`src/rtl/alu_pkg.sv`:
```
`default_nettype none
// +--------------------------------------------------------------------+
// | alu_pkg                                                            |
// | RV32 ALU control encodings and request bundle shared by arbiter.   |
// | Revision: 1.0                                                      |
// +--------------------------------------------------------------------+
package alu_pkg;

  localparam logic [3:0] ALU_ADD  = 4'd0;
  localparam logic [3:0] ALU_SUB  = 4'd1;
  localparam logic [3:0] ALU_AND  = 4'd2;
  localparam logic [3:0] ALU_OR   = 4'd3;
  localparam logic [3:0] ALU_XOR  = 4'd4;
  localparam logic [3:0] ALU_SLT  = 4'd5;
  localparam logic [3:0] ALU_SLLI = 4'd6;
  localparam logic [3:0] ALU_SRLI = 4'd7;
  localparam logic [3:0] ALU_SRAI = 4'd8;
  localparam logic [3:0] ALU_SLL  = 4'd9;
  localparam logic [3:0] ALU_SRL  = 4'd10;
  localparam logic [3:0] ALU_SRA  = 4'd11;

  localparam logic [3:0] ALU_CTRL_MAX = 4'b1011;
  localparam int         ALU_XLEN     = 32;

  typedef struct packed {
    logic [ALU_XLEN-1:0] a;
    logic [ALU_XLEN-1:0] b;
    logic [3:0]          ctrl;
  } alu_req_t;

  function automatic logic ctrl_illegal(input logic [3:0] ctrl);
    return ctrl > ALU_CTRL_MAX;
  endfunction

endpackage
`default_nettype wire

```
`src/rtl/alu_arbiter_rr_arb2.sv`:
```
`default_nettype none
// +--------------------------------------------------------------------+
// | rr_arb2                                                            |
// | Two-way combinational round-robin decision; history kept by caller.|
// | Revision: 1.0                                                      |
// +--------------------------------------------------------------------+
module rr_arb2 (
  input  logic [1:0] req,
  input  logic       en,
  input  logic       last,
  output logic [1:0] grant
);

  always_comb begin
    grant = 2'b00;
    if (en) begin
      case (req)
        2'b01:   grant = 2'b01;
        2'b10:   grant = 2'b10;
        // Contention goes to whoever was not served last.
        2'b11:   grant = last ? 2'b01 : 2'b10;
        default: grant = 2'b00;
      endcase
    end
  end

endmodule
`default_nettype wire

```
`src/rtl/alu_arbiter.sv`:
```
`default_nettype none
// +--------------------------------------------------------------------+
// | alu_arbiter                                                        |
// | Round-robin sharing of one external ALU between two requesters     |
// | with a one-entry registered response buffer.                       |
// | Optional statistics counters: define ALU_ARB_STATS_EN.             |
// | Revision: 1.0                                                      |
// +--------------------------------------------------------------------+
module alu_arbiter
  import alu_pkg::*;
#(
  parameter int WIDTH = 32,
  parameter int CNTW  = 16
) (
  input  logic                  clk,
  input  logic                  reset_n,
  input  logic [1:0]            req_valid,
  output logic [1:0]            req_ready,
  input  logic [1:0][WIDTH-1:0] req_a,
  input  logic [1:0][WIDTH-1:0] req_b,
  input  logic [1:0][3:0]       req_ctrl,
  output logic [WIDTH-1:0]      alu_a,
  output logic [WIDTH-1:0]      alu_b,
  output logic [3:0]            alu_ctrl,
  input  logic [WIDTH-1:0]      alu_result,
  input  logic                  alu_zero,
  input  logic                  alu_lt,
  output logic                  rsp_valid,
  input  logic                  rsp_ready,
  output logic                  rsp_id,
  output logic [WIDTH-1:0]      rsp_result,
  output logic                  rsp_zero,
  output logic                  rsp_lt,
  output logic                  rsp_illegal
`ifdef ALU_ARB_STATS_EN
  ,
  output logic [CNTW-1:0]       grant_cnt0,
  output logic [CNTW-1:0]       grant_cnt1,
  output logic [CNTW-1:0]       stall_cnt
`endif
);

  localparam logic ST_EMPTY = 1'b0;
  localparam logic ST_FULL  = 1'b1;

  logic             r_state;
  logic             w_next;
  logic             r_last;
  logic             r_id;
  logic [WIDTH-1:0] r_result;
  logic             r_zero;
  logic             r_lt;
  logic             r_illegal;
  logic             w_can_accept;
  logic [1:0]       w_grant;
  logic             w_xfer;
  logic             w_sel;
  logic             w_illegal;

  assign w_can_accept = (r_state == ST_EMPTY) | rsp_ready;

  rr_arb2 u_arb (
    .req   (req_valid),
    .en    (w_can_accept),
    .last  (r_last),
    .grant (w_grant)
  );

  assign req_ready = w_grant;
  assign w_xfer    = |w_grant;
  // With no grant the select defaults to requester 0.
  assign w_sel     = w_grant[1];
  assign alu_a     = req_a[w_sel];
  assign alu_b     = req_b[w_sel];
  assign alu_ctrl  = req_ctrl[w_sel];
  assign w_illegal = ctrl_illegal(alu_ctrl);

  always_ff @(posedge clk or negedge reset_n) begin
    if (!reset_n) begin
      r_state <= ST_EMPTY;
    end else begin
      r_state <= w_next;
    end
  end

  always_comb begin
    w_next = r_state;
    case (r_state)
      ST_EMPTY: if (w_xfer) w_next = ST_FULL;
      ST_FULL:  if (rsp_ready && !w_xfer) w_next = ST_EMPTY;
      default:  w_next = ST_EMPTY;
    endcase
  end

  always_comb begin
    rsp_valid = (r_state == ST_FULL);
  end

  always_ff @(posedge clk or negedge reset_n) begin
    if (!reset_n) begin
      r_last    <= 1'b1;
      r_id      <= 1'b0;
      r_result  <= '0;
      r_zero    <= 1'b0;
      r_lt      <= 1'b0;
      r_illegal <= 1'b0;
    end else if (w_xfer) begin
      r_last    <= w_sel;
      r_id      <= w_sel;
      r_illegal <= w_illegal;
      r_result  <= w_illegal ? '0 : alu_result;
      r_zero    <= w_illegal ? 1'b0 : alu_zero;
      r_lt      <= w_illegal ? 1'b0 : alu_lt;
    end
  end

  assign rsp_id      = r_id;
  assign rsp_result  = r_result;
  assign rsp_zero    = r_zero;
  assign rsp_lt      = r_lt;
  assign rsp_illegal = r_illegal;

`ifdef ALU_ARB_STATS_EN
  localparam logic [CNTW-1:0] C_CNT_ONE = CNTW'(1);

  logic [CNTW-1:0] r_cnt0;
  logic [CNTW-1:0] r_cnt1;
  logic [CNTW-1:0] r_stall;

  // Counters saturate rather than wrap.
  always_ff @(posedge clk or negedge reset_n) begin
    if (!reset_n) begin
      r_cnt0  <= '0;
      r_cnt1  <= '0;
      r_stall <= '0;
    end else begin
      if (w_grant[0] && (r_cnt0 != '1)) r_cnt0 <= r_cnt0 + C_CNT_ONE;
      if (w_grant[1] && (r_cnt1 != '1)) r_cnt1 <= r_cnt1 + C_CNT_ONE;
      if ((|req_valid) && !w_xfer && (r_stall != '1)) r_stall <= r_stall + C_CNT_ONE;
    end
  end

  assign grant_cnt0 = r_cnt0;
  assign grant_cnt1 = r_cnt1;
  assign stall_cnt  = r_stall;
`else
  logic [CNTW-1:0] w_unused_cntw;
  assign w_unused_cntw = '0;
`endif

endmodule
`default_nettype wire

```
`config.mk`:
```
export PLATFORM = sky130hd
export DESIGN_NAME = alu_arbiter
export DESIGN_NICKNAME = d
export VERILOG_FILES = /design/src/rtl/alu_pkg.sv /design/src/rtl/alu_arbiter_rr_arb2.sv /design/src/rtl/alu_arbiter.sv
export SDC_FILE = /design/constraint.sdc
export NUM_CORES = 1
export LEC_CHECK = 0
export ABC_AREA = 1
export BUFFER_PORTS_ARGS = -buffer_cell sky130_fd_sc_hd__buf_2
export CAP_MARGIN = 10
export CORE_AREA = 2 2 108 110
export DETAILED_ROUTE_END_ITERATION = 12
export DIE_AREA = 0 0 110 112
export HOLD_SLACK_MARGIN = 0.05
export SLEW_MARGIN = 20
export SYNTH_ARGS = -nofsm -noshare
export SYNTH_HDL_FRONTEND = slang
export SYNTH_HIERARCHICAL = 1
export SYNTH_SLANG_ARGS = --single-unit
```
`constraint.sdc`:
```
create_clock -name clk -period 3.3 [get_ports clk]
set_input_delay 0.165 -clock clk [delete_from_list [all_inputs] [get_ports clk]]
set_output_delay 0.165 -clock clk [all_outputs]
set_load 0.01 [all_outputs]
```
### Word-level counts from Yosys, hierarchy flattened

Index checks and enable logic that the tools add are counted.
W data, S select, Z words.

* input port bits: 175
* RAM bits: 0
* latch bits: 0
* bits in read-only memories: 0
* logic and storage cells: 32
* output and inout port bits: 107
* flip-flop bits (word level): 38
* memories: 0

* order comparisons: 2
* multipliers: 0
* eq/ne operators: 3
* bitwise logic cells: 2
* add/sub/neg operators: 0
* div/mod/pow operators: 0
* multiplexer cells: 15
* shift-type cells: 0
* reductions and logical operators: 3

Operator list (count)
* $mux W32: 5
* $mux W4: 2
* $pmux W2 S3: 1
* $eq A2 B2 Y1 const B: 2
* $gt A4 B4 Y1 const B: 1
* $mux W1: 4
* $mux W2: 2
* $eq A2 B1 Y1 const B: 1
* $lt A1 B2 Y1 const B: 1
* $pmux W1 S2: 1
* $reduce_or A2 Y1: 1
* $logic_and A1 B1 Y1: 1
* $logic_not A1 Y1: 1
* $not A1 Y1: 1
* $or A1 B1 Y1: 1

### Logic depth before layout (Yosys ltp)

* depth in word-level cells: 8
* depth in mapped cells: 12
* depth with buffers taken out: 10

### Modules after synthesis

The synthesis kept the hierarchy.

By module, submodules not included
* alu_arbiter: area each 2578.7 um2, instances 1, sequential area each 952.2 um2, cells an instance 450
* rr_arb2: area each 21.3 um2, instances 1, sequential area each 0.0 um2, cells an instance 5

### Least setup slack after synthesis

OpenSTA, ideal clock, no wires.

* path kind: register to output
* from: register r_state, in the netlist rsp_valid
* to: output alu_a[24]
* setup slack: 1.609 ns
* cell stages (with the launch flop): 9
* arrival time: 1.526 ns
* data required time: 3.135 ns
* path through: dfrtp_1 > nand2_1 > nand2_1 > a21oi_1 > buf_6 > buf_2 > buf_2 > nand2_1 > nand2_1

* cells in the longest elaborated chain, start to end: 5

RTL lines
* from (decl): line alu_arbiter.sv:46 `logic r_state;`
* from (signal assigned): line alu_arbiter.sv:82 `r_state <= w_next;`
* $not A1 Y1: line alu_arbiter.sv:60 `assign w_can_accept = (r_state == ST_EMPTY) | rsp_ready;`
* $or A1 B1 Y1: line alu_arbiter.sv:60
* named net w_can_accept: line alu_arbiter.sv:54 `logic w_can_accept;`
* $mux W2: line alu_arbiter_rr_arb2.sv:16 `if (en) begin`
* named net req_ready[1]: line alu_arbiter.sv:18 `output logic [1:0] req_ready,`
* $mux W32 (not written as such) (2 in series): line alu_arbiter.sv:73 `assign alu_a = req_a[w_sel];`
* to (decl): line alu_arbiter.sv:22 `output logic [WIDTH-1:0] alu_a,`

The timed path passes the listed nets, and every way through them passes these cells. The select of a mux whose other input is x is not followed.

### Worst setup path in the final report

* from: register r_state, in the netlist rsp_valid
* to: output alu_ctrl[3]

* cells in the longest elaborated chain, start to end: 5

RTL lines
* $not A1 Y1: line alu_arbiter.sv:60
* $or A1 B1 Y1: line alu_arbiter.sv:60
* named net w_can_accept: line alu_arbiter.sv:54
* $mux W2: line alu_arbiter_rr_arb2.sv:16
* $mux W4 (not written as such) (2 in series): line alu_arbiter.sv:75 `assign alu_ctrl = req_ctrl[w_sel];`
* to (decl): line alu_arbiter.sv:24 `output logic [3:0] alu_ctrl,`

The timed path passes the listed nets, and every way through them passes these cells. The select of a mux whose other input is x is not followed.

==> run metrics <==
status completed; dpl hpwl 9340 µm; Core Area 11170 µm²; Final Critical Period 2049 ps; I/O pin cnt 282; Most Frequent Cell on Critical Path nand2_1; count leader, synth nand2_1; CP startpoint kind flop; Worst VDD drop 0.2311 mV; # DRC 0; cell class contributing the biggest share of worst-path delay buffers and inverters; clk sinks 38; Slowest cell on crit path buf_4; die area 12320 µm²; maximum root-to-sink buffer count 2; CP Capture Type output pin; Slew HR 0.4116; CP max FO 45; EDFF count, synth 0; Netlist cell types 15; Syn-to-layout area delta 64.92%; Yosys reg bits 38; Post-Syn Instances 455; # setup viols final 0; die height 112 µm; total congestion overflow 0; Mean Syn Cell Area 5.714 µm²; gpl congestion 0.8504; IO Port Bufs 281; async set-reset flop share out of synthesis 1.000; CP peak stage delay 430 ps; post-synth top area cell nand2_1; critical path type reg -> out; multi-input logic area 1370 µm²; ys flop type dfrtp_1; Total GRT Usage 0.1805; Pre-antenna DRT Iters 4; Row Count 39; Ant. Diodes 0; final wirelength 11610 µm; Clk Latency, worst-skew pair 280 ps; Avg WL per Cell 13.39 µm; Static Leak 2.926 nW; Final #Nets 898; Power, Total 2.250 mW; power per cell area 524.7 nW/µm²; initial antenna violation count 0; Fin. Hold Viols 0; share of layout cells above drive strength 1 0.4144; FF/Latch Area 952.2 µm²; via count 3525; setup bufs post-CTS 0; fill count 1288; CTS tree yes; max cap viols 0; worst hold path type in -> reg; RSZ-0062 raised after global routing false; drt first-iter violations 138; initial core utilization 0.2327; post-route clock skew 6.032 ps; CTS Root Cell clkbuf_16; Worst Path Buf+Inv 2; Via density 4.066; vias in the first global route 3407; Syn Nets 630; pin count of the biggest net entering global routing 71; top cells by count, synth nand2_1, dfrtp_1, inv_1; critical path, cell by cell nand2_1 > nand2_1 > a21oi_4 > buf_4 > nand2_1 > nand2_2 > buf_2; CTS Buf Count 5; final worst path period share 0.6210; ANT nets after route 0; achievable clock frequency 488.0 MHz; final slew viol count 0; top post-synthesis cells by area nand2_1, dfrtp_1, inv_1; worst slew pin tran 882.6 ps; setup_tns 0 ps; Min Hold Slack 169.2 ps; CTS clk-pin slew, worst paths 60 ps; number of H-tree levels 2; Die Wd 110 µm; Seq/Total Area, Yosys 0.3662; Worst Path Arrival 1880 ps; Critical Path RT 3130 ps; top-area cell type share of the netlist area 0.4533; wire length of the first global-routing pass 17140 µm; synthesis warning total 6; synthesized cell area 2600 µm²
[metal layers]
layer	global-route usage	vias up	share of wire
met4	0.03629	0	0.015
li1	-	1847	-
met5	0	-	0
met1	0.2079	1498	0.38
met3	0.08899	18	0.13
met2	0.3006	162	0.48
[state kept, by name, indices dropped and copies added (netlist names)]
| name | cells |
|---|---|
| r_last | 1 |
| rsp_id | 1 |
| rsp_lt | 1 |
| rsp_illegal | 1 |
| rsp_zero | 1 |
| rsp_valid | 1 |
| rsp_result | 32 |
[worst paths after layout]
check | start | to | slack (ps) | cells past startpoint
max | rsp_valid$_DFF_PN0_ | alu_ctrl[3] | 1250 | 7
min | rsp_ready | rsp_valid$_DFF_PN0_ | 170 | 4
max reg2reg | rsp_valid$_DFF_PN0_ | rsp_result[25]$_DFFE_PN0P_ | 1340 | 9
min reg2reg | rsp_id$_DFFE_PN0P_ | rsp_id$_DFFE_PN0P_ | 470 | 2
max in group asynchronous | reset_n | rsp_result[8]$_DFFE_PN0P_ | 2200 | 2
min in group asynchronous | reset_n | rsp_result[20]$_DFFE_PN0P_ | 550 | 2
[layout make-up]
type / count / share of cell area
clock buffers: 6 / 0.03239
clock inverters: 2 / 0.01401
inverters: 37 / 0.03297
multi-input cells: 355 / 0.3195
flip-flops and latches: 38 / 0.2221
well taps: 143 / 0.04173
repair buffers: 286 / 0.3373
[timing repair]
item / 4_1_cts / 5_1_grt
endpoints found under the hold margin: 29 / 0
gates resized for setup: 0 / 0
hold buffers: 1 / 0
[cell usage in the layout, fill, tap and decap left out]
cell type	n
a21oi_1	1
a21oi_4	1
buf_2	281
buf_4	4
bufinv_16	2
clkbuf_16	5
clkbuf_8	1
dfrtp_1	37
dfstp_2	1
dlygate4sd3_1	1
inv_1	36
inv_4	1
nand2_1	314
nand2_2	2
nand2_4	1
nand3b_1	1
nor2_1	34
nor2_4	1
[kinds of logic (layout without fill, tap and decap cells)]
kind of cell | after synthesis | after routing | share of synthesized area
flip-flops | 38 | 38 | 0.3662
buffers and inverters | 62 | 331 | 0.1112
AO/OA/AOI/OAI | 2 | 2 | 0.003850
AND/OR/NAND/NOR | 353 | 353 | 0.5188
[worst register-to-register path, stage by stage, from the launching register on]
cell	delay, ps
dfrtp_1	370
nand2_1	90
nand2_1	100
a21oi_4	170
buf_4	430
nand2_1	120
nand2_2	130
nand2_4	220
nand2_1	150
nand2_1	60
[through the flow]
stage | utilization | instance area [µm²] | setup slack, ps | cells
2_1_floorplan | - | 2600 | 1609 | 455
3_3_place_gp | 0.3650 | 4079 | 1337 | 858
3_5_place_dp | 0.3650 | 4079 | 1309 | 858
4_1_cts | 0.3837 | 4288 | 1213 | 867
5_1_grt | 0.3837 | 4288 | 1116 | 867
6_report | 0.3837 | 4288 | 1251 | 867
[where the power goes]
part	internal [mW]	switching (mW)	leakage, nW
Clock	0.454	0.187	0.0971
Sequential	0.596	0.0740	0.472
Combinational	0.371	0.568	2.36
Note: power is estimated with default switching activity, not from simulation.
